**src/rtl/multicycle_pkg.sv**
```systemverilog
// Shared encodings for the multi-cycle MIPS-subset sequencer.
// Contents: the state encoding, the supported opcodes, the ALUOp/ALUSrcB/PCSource
// field encodings, the internal control bundle, and the DECODE dispatch helper.
package multicycle_pkg;

  typedef enum logic [3:0] {
    S_FETCH  = 4'd0,
    S_DECODE = 4'd1,
    S_MEMADR = 4'd2,
    S_MEMRD  = 4'd3,
    S_MEMWB  = 4'd4,
    S_MEMWR  = 4'd5,
    S_EXEC   = 4'd6,
    S_RWB    = 4'd7,
    S_BRANCH = 4'd8,
    S_JUMP   = 4'd9,
    S_IEXEC  = 4'd10,
    S_IWB    = 4'd11
  } state_t;

  localparam logic [5:0] OP_RTYPE  = 6'h00;
  localparam logic [5:0] OP_RTYPE2 = 6'h2A;
  localparam logic [5:0] OP_LW     = 6'h23;
  localparam logic [5:0] OP_SW     = 6'h2B;
  localparam logic [5:0] OP_BEQ    = 6'h04;
  localparam logic [5:0] OP_BNE    = 6'h05;
  localparam logic [5:0] OP_ADDI   = 6'h08;
  localparam logic [5:0] OP_LUI    = 6'h0F;
  localparam logic [5:0] OP_J      = 6'h02;

  localparam logic [1:0] ALUOP_FUNCT = 2'b00;
  localparam logic [1:0] ALUOP_SUB   = 2'b01;
  localparam logic [1:0] ALUOP_ADD   = 2'b10;

  localparam logic [1:0] SRCB_RT      = 2'b00;
  localparam logic [1:0] SRCB_FOUR    = 2'b01;
  localparam logic [1:0] SRCB_IMM     = 2'b10;
  localparam logic [1:0] SRCB_IMM_SH2 = 2'b11;

  localparam logic [1:0] PCSRC_ALU    = 2'b00;
  localparam logic [1:0] PCSRC_ALUOUT = 2'b01;
  localparam logic [1:0] PCSRC_JUMP   = 2'b10;

  typedef struct packed {
    logic       pc_write;
    logic       pc_write_cond;
    logic       branch_ne;
    logic       iord;
    logic       mem_read;
    logic       mem_write;
    logic       ir_write;
    logic       mem_to_reg;
    logic       reg_dst;
    logic       reg_write;
    logic       lui;
    logic       alu_src_a;
    logic [1:0] alu_src_b;
    logic [1:0] alu_op;
    logic [1:0] pc_source;
    logic       instr_done;
    logic       illegal;
  } ctrl_t;

  // State that DECODE dispatches to; S_FETCH marks an unsupported opcode.
  function automatic state_t decode_target(input logic [5:0] op);
    state_t nxt;
    case (op)
      OP_RTYPE, OP_RTYPE2: nxt = S_EXEC;
      OP_LW, OP_SW:        nxt = S_MEMADR;
      OP_BEQ, OP_BNE:      nxt = S_BRANCH;
      OP_ADDI, OP_LUI:     nxt = S_IEXEC;
      OP_J:                nxt = S_JUMP;
      default:             nxt = S_FETCH;
    endcase
    return nxt;
  endfunction

endpackage

```
**src/rtl/multicycle_control_if.sv**
```systemverilog
// Bus between the sequencer and the datapath.
// master: the sequencer (reads opcode/mem_ready, drives control + state).
// slave:  the datapath/memory side (drives opcode/mem_ready, reads controls).
interface multicycle_control_if;
  logic [5:0] opcode;
  logic       mem_ready;
  logic       PCWrite;
  logic       PCWriteCond;
  logic       BranchNE;
  logic       IorD;
  logic       MemRead;
  logic       MemWrite;
  logic       IRWrite;
  logic       MemtoReg;
  logic       RegDst;
  logic       RegWrite;
  logic       LUI;
  logic       ALUSrcA;
  logic [1:0] ALUSrcB;
  logic [1:0] ALUOp;
  logic [1:0] PCSource;
  logic       instr_done;
  logic       illegal;
  logic [3:0] state;

  modport master (
    input  opcode, mem_ready,
    output PCWrite, PCWriteCond, BranchNE, IorD, MemRead, MemWrite, IRWrite,
           MemtoReg, RegDst, RegWrite, LUI, ALUSrcA, ALUSrcB, ALUOp, PCSource,
           instr_done, illegal, state
  );

  modport slave (
    output opcode, mem_ready,
    input  PCWrite, PCWriteCond, BranchNE, IorD, MemRead, MemWrite, IRWrite,
           MemtoReg, RegDst, RegWrite, LUI, ALUSrcA, ALUSrcB, ALUOp, PCSource,
           instr_done, illegal, state
  );
endinterface

```
**src/rtl/mc_output_decode.sv**
```systemverilog
// Purely combinational control decode for the multi-cycle sequencer.
// Ports: state (current FSM state), opcode (IR[31:26]), mem_ready (memory
// handshake) -> ctrl (full control bundle). Anything not named for a state is 0.
module mc_output_decode
  import multicycle_pkg::*;
(
  input  state_t     state,
  input  logic [5:0] opcode,
  input  logic       mem_ready,
  output ctrl_t      ctrl
);

  // Per-state control outputs; FETCH and MEMWR are Mealy on mem_ready.
  always_comb begin
    ctrl = '0;
    case (state)
      S_FETCH: begin
        ctrl.mem_read  = 1'b1;
        ctrl.alu_src_b = SRCB_FOUR;
        ctrl.alu_op    = ALUOP_ADD;
        ctrl.pc_source = PCSRC_ALU;
        // IR and PC load only on the cycle the fetch actually completes.
        ctrl.ir_write  = mem_ready;
        ctrl.pc_write  = mem_ready;
      end
      S_DECODE: begin
        // Precompute the branch target while the opcode is dispatched.
        ctrl.alu_src_b = SRCB_IMM_SH2;
        ctrl.alu_op    = ALUOP_ADD;
        if (decode_target(opcode) == S_FETCH) begin
          ctrl.illegal    = 1'b1;
          ctrl.instr_done = 1'b1;
        end else begin
          ctrl.illegal    = 1'b0;
          ctrl.instr_done = 1'b0;
        end
      end
      S_EXEC: begin
        ctrl.alu_src_a = 1'b1;
        ctrl.alu_src_b = SRCB_RT;
        ctrl.alu_op    = ALUOP_FUNCT;
      end
      S_RWB: begin
        ctrl.reg_dst    = 1'b1;
        ctrl.reg_write  = 1'b1;
        ctrl.instr_done = 1'b1;
      end
      S_MEMADR: begin
        ctrl.alu_src_a = 1'b1;
        ctrl.alu_src_b = SRCB_IMM;
        ctrl.alu_op    = ALUOP_ADD;
      end
      S_MEMRD: begin
        ctrl.iord     = 1'b1;
        ctrl.mem_read = 1'b1;
      end
      S_MEMWB: begin
        ctrl.mem_to_reg = 1'b1;
        ctrl.reg_write  = 1'b1;
        ctrl.instr_done = 1'b1;
      end
      S_MEMWR: begin
        ctrl.iord       = 1'b1;
        ctrl.mem_write  = 1'b1;
        ctrl.instr_done = mem_ready;
      end
      S_BRANCH: begin
        ctrl.alu_src_a     = 1'b1;
        ctrl.alu_src_b     = SRCB_RT;
        ctrl.alu_op        = ALUOP_SUB;
        ctrl.pc_write_cond = 1'b1;
        ctrl.pc_source     = PCSRC_ALUOUT;
        ctrl.branch_ne     = (opcode == OP_BNE);
        ctrl.instr_done    = 1'b1;
      end
      S_JUMP: begin
        ctrl.pc_write   = 1'b1;
        ctrl.pc_source  = PCSRC_JUMP;
        ctrl.instr_done = 1'b1;
      end
      S_IEXEC: begin
        ctrl.alu_src_a = 1'b1;
        ctrl.alu_src_b = SRCB_IMM;
        ctrl.alu_op    = ALUOP_ADD;
      end
      S_IWB: begin
        ctrl.reg_write  = 1'b1;
        ctrl.lui        = (opcode == OP_LUI);
        ctrl.instr_done = 1'b1;
      end
      default: begin
        ctrl = '0;
      end
    endcase
  end

endmodule

```
**src/rtl/multicycle_control.sv**
```systemverilog
// Multi-cycle sequencer for the MIPS-subset datapath.
// Ports: clk, reset (synchronous, active-high), bus (master modport):
//   in  opcode, mem_ready; out datapath controls, instr_done, illegal, state.
// While reset is high every output, including state, is forced to 0.
module multicycle_control
  import multicycle_pkg::*;
(
  input logic                  clk,
  input logic                  reset,
  multicycle_control_if.master bus
);

  state_t state_r;
  state_t state_nxt_s;
  ctrl_t  ctrl_s;
  ctrl_t  ctrl_out_s;

  mc_output_decode u_output_decode (
    .state     (state_r),
    .opcode    (bus.opcode),
    .mem_ready (bus.mem_ready),
    .ctrl      (ctrl_s)
  );

  // State register; reset wins over any pending transition.
  always_ff @(posedge clk) begin
    if (reset) begin
      state_r <= S_FETCH;
    end else begin
      state_r <= state_nxt_s;
    end
  end

  // Next-state logic; mem_ready only matters in FETCH, MEMRD and MEMWR.
  always_comb begin
    state_nxt_s = state_r;
    case (state_r)
      S_FETCH: begin
        if (bus.mem_ready) state_nxt_s = S_DECODE;
        else               state_nxt_s = S_FETCH;
      end
      S_DECODE: state_nxt_s = decode_target(bus.opcode);
      S_EXEC:   state_nxt_s = S_RWB;
      S_MEMADR: begin
        if (bus.opcode == OP_SW) state_nxt_s = S_MEMWR;
        else                     state_nxt_s = S_MEMRD;
      end
      S_MEMRD: begin
        if (bus.mem_ready) state_nxt_s = S_MEMWB;
        else               state_nxt_s = S_MEMRD;
      end
      S_MEMWR: begin
        if (bus.mem_ready) state_nxt_s = S_FETCH;
        else               state_nxt_s = S_MEMWR;
      end
      S_IEXEC:  state_nxt_s = S_IWB;
      S_RWB, S_MEMWB, S_BRANCH, S_JUMP, S_IWB: state_nxt_s = S_FETCH;
      default:  state_nxt_s = S_FETCH;
    endcase
  end

  // Blank every control during reset so no write strobe escapes that cycle.
  always_comb begin
    if (reset) begin
      ctrl_out_s = '0;
    end else begin
      ctrl_out_s = ctrl_s;
    end
  end

  assign bus.PCWrite     = ctrl_out_s.pc_write;
  assign bus.PCWriteCond = ctrl_out_s.pc_write_cond;
  assign bus.BranchNE    = ctrl_out_s.branch_ne;
  assign bus.IorD        = ctrl_out_s.iord;
  assign bus.MemRead     = ctrl_out_s.mem_read;
  assign bus.MemWrite    = ctrl_out_s.mem_write;
  assign bus.IRWrite     = ctrl_out_s.ir_write;
  assign bus.MemtoReg    = ctrl_out_s.mem_to_reg;
  assign bus.RegDst      = ctrl_out_s.reg_dst;
  assign bus.RegWrite    = ctrl_out_s.reg_write;
  assign bus.LUI         = ctrl_out_s.lui;
  assign bus.ALUSrcA     = ctrl_out_s.alu_src_a;
  assign bus.ALUSrcB     = ctrl_out_s.alu_src_b;
  assign bus.ALUOp       = ctrl_out_s.alu_op;
  assign bus.PCSource    = ctrl_out_s.pc_source;
  assign bus.instr_done  = ctrl_out_s.instr_done;
  assign bus.illegal     = ctrl_out_s.illegal;
  assign bus.state       = reset ? 4'd0 : state_r;

endmodule

```
**src/flat_wrapper.sv**
```systemverilog
// flat-port wrapper written by rule: the top's interface ports become plain ports
module multicycle_control_flat import multicycle_pkg::*;
  (clk, reset, bus_opcode, bus_mem_ready, bus_PCWrite, bus_PCWriteCond, bus_BranchNE, bus_IorD, bus_MemRead, bus_MemWrite, bus_IRWrite, bus_MemtoReg, bus_RegDst, bus_RegWrite, bus_LUI, bus_ALUSrcA, bus_ALUSrcB, bus_ALUOp, bus_PCSource, bus_instr_done, bus_illegal, bus_state);
  multicycle_control_if bus_i ();
  input logic clk;
  input logic reset;
  input wire logic [$bits(bus_i.opcode)-1:0] bus_opcode;
  input wire logic [$bits(bus_i.mem_ready)-1:0] bus_mem_ready;
  output wire logic [$bits(bus_i.PCWrite)-1:0] bus_PCWrite;
  output wire logic [$bits(bus_i.PCWriteCond)-1:0] bus_PCWriteCond;
  output wire logic [$bits(bus_i.BranchNE)-1:0] bus_BranchNE;
  output wire logic [$bits(bus_i.IorD)-1:0] bus_IorD;
  output wire logic [$bits(bus_i.MemRead)-1:0] bus_MemRead;
  output wire logic [$bits(bus_i.MemWrite)-1:0] bus_MemWrite;
  output wire logic [$bits(bus_i.IRWrite)-1:0] bus_IRWrite;
  output wire logic [$bits(bus_i.MemtoReg)-1:0] bus_MemtoReg;
  output wire logic [$bits(bus_i.RegDst)-1:0] bus_RegDst;
  output wire logic [$bits(bus_i.RegWrite)-1:0] bus_RegWrite;
  output wire logic [$bits(bus_i.LUI)-1:0] bus_LUI;
  output wire logic [$bits(bus_i.ALUSrcA)-1:0] bus_ALUSrcA;
  output wire logic [$bits(bus_i.ALUSrcB)-1:0] bus_ALUSrcB;
  output wire logic [$bits(bus_i.ALUOp)-1:0] bus_ALUOp;
  output wire logic [$bits(bus_i.PCSource)-1:0] bus_PCSource;
  output wire logic [$bits(bus_i.instr_done)-1:0] bus_instr_done;
  output wire logic [$bits(bus_i.illegal)-1:0] bus_illegal;
  output wire logic [$bits(bus_i.state)-1:0] bus_state;
  assign bus_i.opcode = bus_opcode;
  assign bus_i.mem_ready = bus_mem_ready;
  assign bus_PCWrite = bus_i.PCWrite;
  assign bus_PCWriteCond = bus_i.PCWriteCond;
  assign bus_BranchNE = bus_i.BranchNE;
  assign bus_IorD = bus_i.IorD;
  assign bus_MemRead = bus_i.MemRead;
  assign bus_MemWrite = bus_i.MemWrite;
  assign bus_IRWrite = bus_i.IRWrite;
  assign bus_MemtoReg = bus_i.MemtoReg;
  assign bus_RegDst = bus_i.RegDst;
  assign bus_RegWrite = bus_i.RegWrite;
  assign bus_LUI = bus_i.LUI;
  assign bus_ALUSrcA = bus_i.ALUSrcA;
  assign bus_ALUSrcB = bus_i.ALUSrcB;
  assign bus_ALUOp = bus_i.ALUOp;
  assign bus_PCSource = bus_i.PCSource;
  assign bus_instr_done = bus_i.instr_done;
  assign bus_illegal = bus_i.illegal;
  assign bus_state = bus_i.state;
  multicycle_control u_core (.clk(clk), .reset(reset), .bus(bus_i));
endmodule
```
**config.mk**
```make
export PLATFORM = sky130hd
export DESIGN_NAME = multicycle_control_flat
export DESIGN_NICKNAME = d
export VERILOG_FILES = /design/src/rtl/multicycle_pkg.sv /design/src/rtl/multicycle_control_if.sv /design/src/rtl/mc_output_decode.sv /design/src/rtl/multicycle_control.sv /design/src/flat_wrapper.sv
export SDC_FILE = /design/constraint.sdc
export NUM_CORES = 1
export LEC_CHECK = 0
export CORE_MARGIN = 8
export CORE_UTILIZATION = 42
export DETAILED_ROUTE_END_ITERATION = 16
export PLACE_DENSITY = 0.79
export SLEW_MARGIN = 5
export SYNTH_ARGS = -nofsm -noshare
export SYNTH_HDL_FRONTEND = slang
export SYNTH_SLANG_ARGS = --single-unit
```
**constraint.sdc**
```tcl
create_clock -name clk -period 2 [get_ports clk]
set_input_delay 0.3 -clock clk [delete_from_list [all_inputs] [get_ports clk]]
set_output_delay 0.3 -clock clk [all_outputs]
set_load 0.05 [all_outputs]
```
==> results <==
metal layers:
metal | vias to the layer above | routed length (µm) | track usage [%]
li1 | 500 | - | -
met1 | 500 | 1170 | 19.15
met2 | 56 | 1554 | 30.82
met3 | 12 | 207 | 2.169
met4 | 0 | 109 | 12.59
met5 | - | 0 | 0
worst max path at each step:
stage / endpoint / slack [ns] / cells past startpoint
global placement: bus_instr_done / -0.33 / 6
finish: bus_instr_done / 0.06 / 7
detailed placement: bus_instr_done / -0.44 / 7
CTS: bus_instr_done / -0.07 / 6
floorplan: bus_LUI / -0.14 / 4
global route: bus_instr_done / 0.006 / 5
power by group through the flow:
stage	logic [mW]	registers [mW]	clock network [mW]
floorplan	0.121	0.0853	0
global placement	0.209	0.0901	0
detailed placement	0.216	0.0911	0
CTS	0.214	0.0903	0.105
global route	0.227	0.0909	0.107
finish	0.215	0.0902	0.0982
cell type report:
class                           instances  share of cell area [%]
Inverter                                4                   1.014
Tap cell                               25                   2.111
Multi-Input combinational cell         95                   43.16
Timing Repair Buffer                   51                   46.28
Sequential cell                         4                   5.912
Clock buffer                            3                   1.520
per-stage QoR:
step                instance area (µm²)  cells  setup WS [ns]
finish                             1481    182        0.05673
global route                       1481    182       0.005560
CTS                                1490    182       -0.06536
detailed placement                 1463    179        -0.4408
global placement                   1463    179        -0.3274
floorplan                         853.3    115        -0.1388
cell usage after synthesis, drive strengths merged, types with 4 or more instances:
master / instances / share of area [%]
dfxtp: 4 / 10
nand2: 8 / 3.8
inv: 4 / 1.9
buf: 10 / 12
nor2: 20 / 10
a21oi: 8 / 6.0
and3: 7 / 5.5
nor2b: 4 / 4.1
nor3: 10 / 6.3
o21ai: 6 / 3.8
nor4: 4 / 3.1
timing repair:
item	CTS	global route
setup buffers	0	0
hold buffers	0	0
resized for setup	14	12
pin swaps	3	3
setup endpoints to repair	6	5
worst max-delay path, cell delays in order:
cell	delay, ns
buf_2	0.16
nand3_2	0.10
o21ai_1	0.08
a211o_1	0.33
a211o_1	0.30
a21oi_2	0.21
buf_12	0.16
kinds of logic after synthesis:
kind of cell,count (synthesis)
XOR/XNOR,1
buffers and inverters,16
flip-flops,4
AND/OR/NAND/NOR,64
multiplexers,2
AO/OA/AOI/OAI,28
placed cells by master, fill, tap and decap left out, types with 6 or more instances in the layout:
master and count:
and3_1 6, nand2_1 8, nor3_1 7, nor2_1 17, buf_12 24, a21oi_1 6
buf_4 18
==> metrics.yaml <==
cells_and_area:
  layout-drive-gt1-share_pct: 47.77
  top_register: "u_core.state_r"
  n_antenna_cell: 0
  nFillCells: 119
  syn_to_final_growth_pct: 86.16
  reg_top3: "u_core.state_r (4)"
  fin_util_pct: 83.97
  largest_register_ffs: 4
  seq_area_um2: 87.58
  multi_input_comb_area_um2: 639.4
  fin_nets: 168
floorplan:
  die-width_um: 59.53
  num_io_pins: 33
  num_rows: 15
  dieArea_um2: 3543
  core_um2: 1764
  start_util_pct: 45.11
  die_h_um: 59.53
worst_setup_path:
  ff2ff_path_depth: 5
  crit_fanout: 9
  reg2reg_slack_ns: 0.52
  cp-startpoint: "bus_opcode[1]"
  timing_worst_setup_path_type: "in2out"
  startpoint_type: "primary input"
  rr_endpoint: "u_core.state_r[0]"
  required_ns: 1.70
  arrival_ns: 1.64
  crit_path_end_kind: "primary output"
  worstReg2RegStart: "u_core.state_r[2]"
timing:
  tightestPinTransition_ns: 0.3688
  final.period_utilization_pct: 97.16
  rsz0062_at_grt: "false"
  slew_headroom_pct: 75.07
  whs_ns: 0.5400
  fin_crit_ns: 1.943
  skew_ns: 0.002816
  final_hold_viol_count: 0
  slew_violations: 0
  setup_viol: 0
  fin_setup_tns_ns: 0
  max_freq_ghz: 0.5146
yosys:
  syn_area_per_cell_um2: 6.920
  syn-num-nets: 124
  ys_seq_area_share_pct: 10.06
  ys_seq_elements: 4
  syn_inst: 115
  synth_xor_area_share_pct: 1.101
  synth_warnings: 0
  synth_compound_area_share_pct: 25.16
  synthAdderAreaFrac_pct: 0
  synth_ff_type: "dfxtp_1"
  synth_cell_type_count: 41
  synth_edf_count: 0
  synth_area_um2: 795.8
  ys_async_sr_fraction_pct: 0
  synth-simple-area-share_pct: 43.55
  muxShareOfSynthArea_pct: 2.516
  synth_top_family_by_area: "simple AND/OR/NAND/NOR gates"
drt:
  vias_per_cell: 5.868
  dr_total_vias: 1068
  ant_nets: 0
  firstDrtPassIters: 4
  drtIter0Drc: 41
  routed_wl_um: 3042
  routedWlPerCell_um: 16.71
  drc: 0
clocking:
  cts_buffers: 3
  cts.path.max_buffers: 2
  clk_latency_ns: 0.23
  htreeDepth: 1
  clock-sinks: 4
  clkTransAtPathRegs_ns: 0.04
  cts_root_buffer: "clkbuf_4"
  cts_tree: "done"
grt:
  grt-ovfl-total: 0
  grt_pass1_vias: 1040
  grt_first_pass_wirelength_um: 4885
  grt_usage_pct: 17.71
  antenna_found_initial: 0
  grt_max_degree: 14
power:
  cellPowerDensity_nw_per_um2: 272.5
  ir_drop_v: 0.0004559
  power_uw: 403.7
  p_seq_share_pct: 22.3
  p_int_uw: 249.0
  clockPowerShare_pct: 24.3
  power_switching_uw: 154.7
  p_sw_share_pct: 38.33
  comb_power_share_pct: 53.3
  leakage_nw: 0.6375
worst_hold_path:
  hold_path.class: "in2reg"
  holdPathEnd: "u_core.state_r[2]"
  min_from: "bus_opcode[0]"
  whs_path_depth: 4
place:
  gp_congestion: 0.9469
  io_buffer_count: 32
  hpwlAfterDp_um: 2503
run:
  cap_viol_max_count: 0
status:
  status: "complete, no violations"
No activity file was read; power rests on OpenSTA's default activity.
